## config.mk

```make
export PLATFORM = sky130hd
export DESIGN_NAME = jk_sequence_driver_flat
export DESIGN_NICKNAME = d
export VERILOG_FILES = /design/src/rtl/jk_sequence_driver_pkg.sv /design/src/rtl/jk_sequence_driver_if.sv /design/src/rtl/jk_sequence_driver_excitation.sv /design/src/rtl/jk_sequence_driver.sv /design/src/flat_wrapper.sv
export SDC_FILE = /design/constraint.sdc
export NUM_CORES = 1
export LEC_CHECK = 0
export CELL_PAD_IN_SITES_DETAIL_PLACEMENT = 0
export CELL_PAD_IN_SITES_GLOBAL_PLACEMENT = 2
export CORE_MARGIN = 3
export CORE_UTILIZATION = 40
export DETAILED_ROUTE_END_ITERATION = 6
export HOLD_SLACK_MARGIN = 0.05
export PLACE_DENSITY = 0.91
export RECOVER_POWER = 50
export SETUP_SLACK_MARGIN = 0.05
export SLEW_MARGIN = 20
export SYNTH_ARGS = -nofsm -noshare
export SYNTH_HDL_FRONTEND = slang
export SYNTH_SLANG_ARGS = --single-unit
```

## constraint.sdc

```tcl
create_clock -name clock -period 4.8 [get_ports clock]
set_input_delay 0.72 -clock clock [delete_from_list [all_inputs] [get_ports clock]]
set_output_delay 0.72 -clock clock [all_outputs]
set_load 0.005 [all_outputs]
```

## src/rtl/jk_sequence_driver_pkg.sv

```systemverilog
`default_nettype none
// ============================================================
// Module   : jk_defs (package)
// Brief    : FSM state encoding and J/K bit positions within a pair.
// Revision : 1.0
// ============================================================
package jk_defs;

  typedef enum logic [1:0] {
    ST_IDLE  = 2'd0,
    ST_DRIVE = 2'd1,
    ST_CHECK = 2'd2
  } state_t;

  // Each flop takes a {J,K} pair, J in the upper bit.
  localparam int c_J_POS = 1;
  localparam int c_K_POS = 0;

endpackage
`default_nettype wire

```

## src/rtl/jk_sequence_driver_if.sv

```systemverilog
`default_nettype none
// ============================================================
// Module   : jk_sequence_driver_if
// Brief    : Control, sequence-write and flop-bank signals of the driver.
// Revision : 1.0
// ============================================================
interface jk_sequence_driver_if #(
  parameter int WIDTH  = 4,
  parameter int ADDR_W = 3
);

  logic                wr_en;
  logic [ADDR_W-1:0]   wr_addr;
  logic [WIDTH-1:0]    wr_data;
  logic [ADDR_W-1:0]   last_idx;
  logic                loop;
  logic                start;
  logic                abort;
  logic [WIDTH-1:0]    q_in;
  logic [2*WIDTH-1:0]  jk_out;
  logic                busy;
  logic                done;
  logic                mismatch;
  logic [ADDR_W-1:0]   step_idx;

  modport master (
    output wr_en, wr_addr, wr_data, last_idx, loop, start, abort, q_in,
    input  jk_out, busy, done, mismatch, step_idx
  );

  modport slave (
    input  wr_en, wr_addr, wr_data, last_idx, loop, start, abort, q_in,
    output jk_out, busy, done, mismatch, step_idx
  );

endinterface
`default_nettype wire

```

## src/rtl/jk_sequence_driver_excitation.sv

```systemverilog
`default_nettype none
// ============================================================
// Module   : jk_excitation
// Brief    : Per-bit JK excitation from current Q and target T.
// Revision : 1.0
// ============================================================
module jk_excitation
  import jk_defs::*;
#(
  parameter int WIDTH = 4
) (
  input  logic [WIDTH-1:0]   q,
  input  logic [WIDTH-1:0]   t,
  output logic [2*WIDTH-1:0] jk
);

  // Hold cases produce 00, so the pair is never 11 (no toggle).
  for (genvar i = 0; i < WIDTH; i++) begin : g_bit
    assign jk[2*i + c_J_POS] = ~q[i] &  t[i];
    assign jk[2*i + c_K_POS] =  q[i] & ~t[i];
  end

endmodule
`default_nettype wire

```

## src/rtl/jk_sequence_driver.sv

```systemverilog
`default_nettype none
// ============================================================
// Module   : jk_sequence_driver
// Brief    : Steps a JK flop bank through a stored sequence, checking each step.
// Revision : 1.0
// ============================================================
module jk_sequence_driver
  import jk_defs::*;
#(
  parameter int WIDTH  = 4,
  parameter int DEPTH  = 8,
  parameter int ADDR_W = 3
) (
  input  logic                clock,
  input  logic                clear_n,
  jk_sequence_driver_if.slave bus
);

  state_t               r_state;
  logic [WIDTH-1:0]     r_mem [DEPTH];
  logic [ADDR_W-1:0]    r_step_idx;
  logic [ADDR_W-1:0]    r_last_idx;
  logic                 r_loop;
  logic                 r_busy;
  logic                 r_done;
  logic                 r_mismatch;
  logic [2*WIDTH-1:0]   r_jk_out;

  logic                 w_at_last;
  logic [ADDR_W-1:0]    w_next_idx;
  logic [WIDTH-1:0]     w_target;
  logic [2*WIDTH-1:0]   w_jk;
  logic                 w_match;
  logic                 w_wr_ok;

  // After the last step the next index wraps to 0, which is only used when looping.
  assign w_at_last  = (r_step_idx == r_last_idx);
  assign w_next_idx = w_at_last ? '0 : r_step_idx + ADDR_W'(1);
  assign w_target   = (r_state == ST_CHECK) ? r_mem[w_next_idx] : r_mem[0];
  assign w_match    = (bus.q_in == r_mem[r_step_idx]);
  assign w_wr_ok    = (r_state == ST_IDLE) && bus.wr_en && !bus.start;

  jk_excitation #(
    .WIDTH (WIDTH)
  ) u_exc (
    .q  (bus.q_in),
    .t  (w_target),
    .jk (w_jk)
  );

  always_ff @(posedge clock or negedge clear_n) begin
    if (!clear_n) begin
      for (int i = 0; i < DEPTH; i++) begin
        r_mem[i] <= '0;
      end
    end else if (w_wr_ok) begin
      r_mem[bus.wr_addr] <= bus.wr_data;
    end
  end

  always_ff @(posedge clock or negedge clear_n) begin
    if (!clear_n) begin
      r_state    <= ST_IDLE;
      r_jk_out   <= '0;
      r_busy     <= 1'b0;
      r_done     <= 1'b0;
      r_mismatch <= 1'b0;
      r_step_idx <= '0;
      r_last_idx <= '0;
      r_loop     <= 1'b0;
    end else begin
      r_done   <= 1'b0;
      r_jk_out <= '0;
      case (r_state)
        ST_IDLE: begin
          if (bus.start && !bus.abort) begin
            r_step_idx <= '0;
            r_last_idx <= bus.last_idx;
            r_loop     <= bus.loop;
            r_mismatch <= 1'b0;
            r_jk_out   <= w_jk;
            r_busy     <= 1'b1;
            r_state    <= ST_DRIVE;
          end
        end
        ST_DRIVE: begin
          r_busy  <= !bus.abort;
          r_state <= bus.abort ? ST_IDLE : ST_CHECK;
        end
        ST_CHECK: begin
          if (bus.abort) begin
            r_busy  <= 1'b0;
            r_state <= ST_IDLE;
          end else if (!w_match) begin
            r_mismatch <= 1'b1;
            r_done     <= 1'b1;
            r_busy     <= 1'b0;
            r_state    <= ST_IDLE;
          end else if (!w_at_last || r_loop) begin
            r_step_idx <= w_next_idx;
            r_jk_out   <= w_jk;
            r_state    <= ST_DRIVE;
          end else begin
            r_done  <= 1'b1;
            r_busy  <= 1'b0;
            r_state <= ST_IDLE;
          end
        end
        default: begin
          r_busy  <= 1'b0;
          r_state <= ST_IDLE;
        end
      endcase
    end
  end

  assign bus.jk_out   = r_jk_out;
  assign bus.busy     = r_busy;
  assign bus.done     = r_done;
  assign bus.mismatch = r_mismatch;
  assign bus.step_idx = r_step_idx;

endmodule
`default_nettype wire

```

## src/flat_wrapper.sv

```systemverilog
// flat-port wrapper written by rule: the top's interface ports become plain ports
module jk_sequence_driver_flat import jk_defs::*;
#(
  parameter int WIDTH  = 4,
  parameter int DEPTH  = 8,
  parameter int ADDR_W = 3
)
  (clock, clear_n, bus_wr_en, bus_wr_addr, bus_wr_data, bus_last_idx, bus_loop, bus_start, bus_abort, bus_q_in, bus_jk_out, bus_busy, bus_done, bus_mismatch, bus_step_idx);
  jk_sequence_driver_if #(.WIDTH(WIDTH), .ADDR_W(ADDR_W)) bus_i ();
  input  logic clock;
  input  logic clear_n;
  input wire logic [$bits(bus_i.wr_en)-1:0] bus_wr_en;
  input wire logic [$bits(bus_i.wr_addr)-1:0] bus_wr_addr;
  input wire logic [$bits(bus_i.wr_data)-1:0] bus_wr_data;
  input wire logic [$bits(bus_i.last_idx)-1:0] bus_last_idx;
  input wire logic [$bits(bus_i.loop)-1:0] bus_loop;
  input wire logic [$bits(bus_i.start)-1:0] bus_start;
  input wire logic [$bits(bus_i.abort)-1:0] bus_abort;
  input wire logic [$bits(bus_i.q_in)-1:0] bus_q_in;
  output wire logic [$bits(bus_i.jk_out)-1:0] bus_jk_out;
  output wire logic [$bits(bus_i.busy)-1:0] bus_busy;
  output wire logic [$bits(bus_i.done)-1:0] bus_done;
  output wire logic [$bits(bus_i.mismatch)-1:0] bus_mismatch;
  output wire logic [$bits(bus_i.step_idx)-1:0] bus_step_idx;
  assign bus_i.wr_en = bus_wr_en;
  assign bus_i.wr_addr = bus_wr_addr;
  assign bus_i.wr_data = bus_wr_data;
  assign bus_i.last_idx = bus_last_idx;
  assign bus_i.loop = bus_loop;
  assign bus_i.start = bus_start;
  assign bus_i.abort = bus_abort;
  assign bus_i.q_in = bus_q_in;
  assign bus_jk_out = bus_i.jk_out;
  assign bus_busy = bus_i.busy;
  assign bus_done = bus_i.done;
  assign bus_mismatch = bus_i.mismatch;
  assign bus_step_idx = bus_i.step_idx;
  jk_sequence_driver #(.WIDTH(WIDTH), .DEPTH(DEPTH), .ADDR_W(ADDR_W)) u_core (.clock(clock), .clear_n(clear_n), .bus(bus_i));
endmodule
```

==> reports/results.ini <==
[status]
status = complete, but fails checks
failed_checks = max-capacitance violations, max-slew violations

[placed_design]
dp_slack_ns = 1.76
hpwl_um = 4750
placed_cell_area_um2 = 3260
globalplace.congestion = 0.792
port-buffer-count = 33

[power_and_ir_drop]
p_int_mw = 0.818
power.switching_mw = 0.333
total_power_mw = 1.15
leakagePower_nw = 1.36
clkPwrFrac_pct = 26.7
combinationalPowerShare_pct = 22.2
p_seq_share_pct = 51.1
p_sw_share_pct = 28.9
vdd_ir_drop_max_mv = 0.164
p_per_area_nw_per_um2 = 341

[clock_network]
ctsLongestPathBuffers = 2
cts_resized = 0
htree_levels = 2
cts_buffers = 5
clk_pin_slew_ns = 0.09
cts.sinks = 52
cts_setup_buffers = 0
clock_latency_ns = 0.31
cts_tree = yes
cts_root_buf = clkbuf_8
ctsHoldBuffers = 0

[worst_setup_path]
path_max_fanout = 52
crit_family = buffers and inverters
critPathCaptureType = async pin
crit_arrival_ns = 2.76
timing.rr.start = u_core.bus.step_idx[0]
crit_start = clear_n
path_cells = buf_2 -> clkbuf_1
path_buf_inv = 2
critical_path.slowest_cell = clkbuf_1
start_kind = input pin
slowest_delay_ns = 1.94
crit_type = in -> async
worstPathRequired_ns = 4.64

[yosys]
synth_edf_count = 0
netlist_instances = 248
synth_nets = 269
synth_ff_type = dfrtp_1
synth_seq_cells = 52
ys_async_sr_fraction_pct = 100
synth.cell_area_um2 = 2870
avgSynthCellArea_um2 = 11.6
ys_seq_area_share_pct = 45.4
synth_cell_types = 50
synth_area_leaders = dfrtp_1, mux2_2, mux2i_1, nand2_1, mux4_2
yosys-top-cells-count = dfrtp_1, mux2_2, nand2_1
synth.most_common_cell = dfrtp_1
yosys_warnings = 0
synth_top_area_share_pct = 45.4
synth_largest_area_cell = dfrtp_1

[routing]
wl_per_cell_um = 17.0
drt_wl_total_um = 6410
ant_nets = 0
drcViolationCount = 0
drt-initial-drc-count = 108
vias_per_cell = 5.36
routed-via-count = 2026
dr.pass1.iters = 4

[layout]
seq_area_um2 = 1300
stdcell_area_um2 = 3370
nets = 302
num_antenna_cells = 0
multi_input_area_um2 = 1470
syn_to_final_growth_pct = 17.4
fillers = 643
drive_above_1_share_pct = 20.9

[timing]
grt_setup_unrepaired = false
clock_skew_ns = 0.00662
finalSetupTns_ns = 0
worstMarginPinSlew_ns = 2.74
worst_slack_ns = 1.88
slew_headroom_pct = -82.9
fmax_mhz = 343
slew_violations = 53
hold_violations = 0
whs_ns = 0.523
finalCritPeriodShare_pct = 60.8
min_period_ns = 2.92
setup_viol = 0

[floorplanning]
die_height_um = 90.7
core_um2 = 6870
initial_utilization_pct = 41.8
rows = 30
die_area_um2 = 8220
ios = 34
dieWidth_um = 90.7

[grt]
grt_antenna_before_repair = 0
grt_max_degree = 53
grt_pass1_wl_um = 11000
grt_overflow_total = 0
grt.total_usage_pct = 16.9
grt_pass1_vias = 2022

[hold_path]
min_from = u_core.r_last_idx[2]
hold_path_class = reg -> reg

[flow_run]
cap_violations = 1

## area by class of cell
| type | count | share of cell area (%) |
|---|---|---|
| Multi-Input combinational cell | 180 | 43.7 |
| Tap cell | 96 | 3.56 |
| Clock inverter | 2 | 1.15 |
| Timing Repair Buffer | 35 | 9.99 |
| Clock buffer | 6 | 2.15 |
| Sequential cell | 52 | 38.6 |
| Inverter | 7 | 0.780 |
## layout by cell type, fill, tap and decap left out, drive strengths merged, types with 6 or more instances in the layout
| cell | n |
|---|---|
| nand2b | 6 |
| clkbuf | 7 |
| a31oi | 6 |
| nand3 | 7 |
| mux2 | 37 |
| dlygate4sd3 | 6 |
| a211oi | 6 |
| inv | 8 |
| o21ai | 10 |
| clkdlybuf4s50 | 26 |
| nand2 | 25 |
| dfrtp | 52 |
| nor2 | 9 |
| mux2i | 19 |
## power by group through the flow
stage               combinational [mW]  clock [mW]  sequential, mW
floorplan                        0.184           0           0.568
global placement                 0.254           0           0.594
detailed placement               0.259           0           0.596
CTS                              0.260       0.315           0.587
global route                     0.285       0.333           0.600
finish                           0.256       0.307           0.588
## sequential cells by signal, summed over array words and instances, names as in the netlist
| register | flops |
|---|---|
| u_core.bus.done | 1 |
| u_core.r_state | 2 |
| u_core.bus.busy | 1 |
| u_core.r_loop | 1 |
| u_core.bus.jk_out | 8 |
| u_core.r_last_idx | 3 |
| u_core.bus.step_idx | 3 |
| u_core.r_mem | 32 |
| u_core.bus.mismatch | 1 |
## tightest hold or removal path, stage by stage, from the launching register on
cell     delay, ns
dfrtp_1       0.38
nand2_1       0.06
nand2_1       0.06
## cells by family (layout without fill, tap and decap cells)
kind of cell / after synthesis / count (layout) / synth area share (%)
adders and majority gates: 1 / 1 / 0.436
AOI/OAI and AO/OA: 48 / 48 / 13.2
DFF: 52 / 52 / 45.4
xor gates and xnor gates: 8 / 8 / 2.44
muxes: 60 / 60 / 24.3
and+or+nand+nor: 63 / 63 / 11.0
buffers and inverters: 16 / 50 / 3.27
## routing by layer
layer | track usage, % | share of wire [%]
met3 | 3.42 | 5.4
met1 | 24.1 | 48
met2 | 25.9 | 46
met5 | 0 | 0
met4 | 5.10 | 1.2
## per-stage QoR
step / utilization, % / instances
after floorplan: - / 248
after CTS: 49.1 / 378
after detailed placement: 47.5 / 370
after global routing: 49.1 / 378
after global placement: 47.5 / 370
final: 49.1 / 378
## path summary, 6_finish.rpt
check | to | slack [ns] | depth (start not counted)
max reg2reg | u_core.bus.step_idx[2] | 2.12 | 7
min in group asynchronous | u_core.bus.busy | 1.37 | 2
max in group clock | u_core.r_mem[13] | 2.11 | 5
min | u_core.r_last_idx[2] | 0.52 | 2
max | u_core.r_last_idx[0] | 1.88 | 2
min reg2reg | u_core.r_last_idx[2] | 0.52 | 2
No activity file was read; power rests on OpenSTA's default activity.
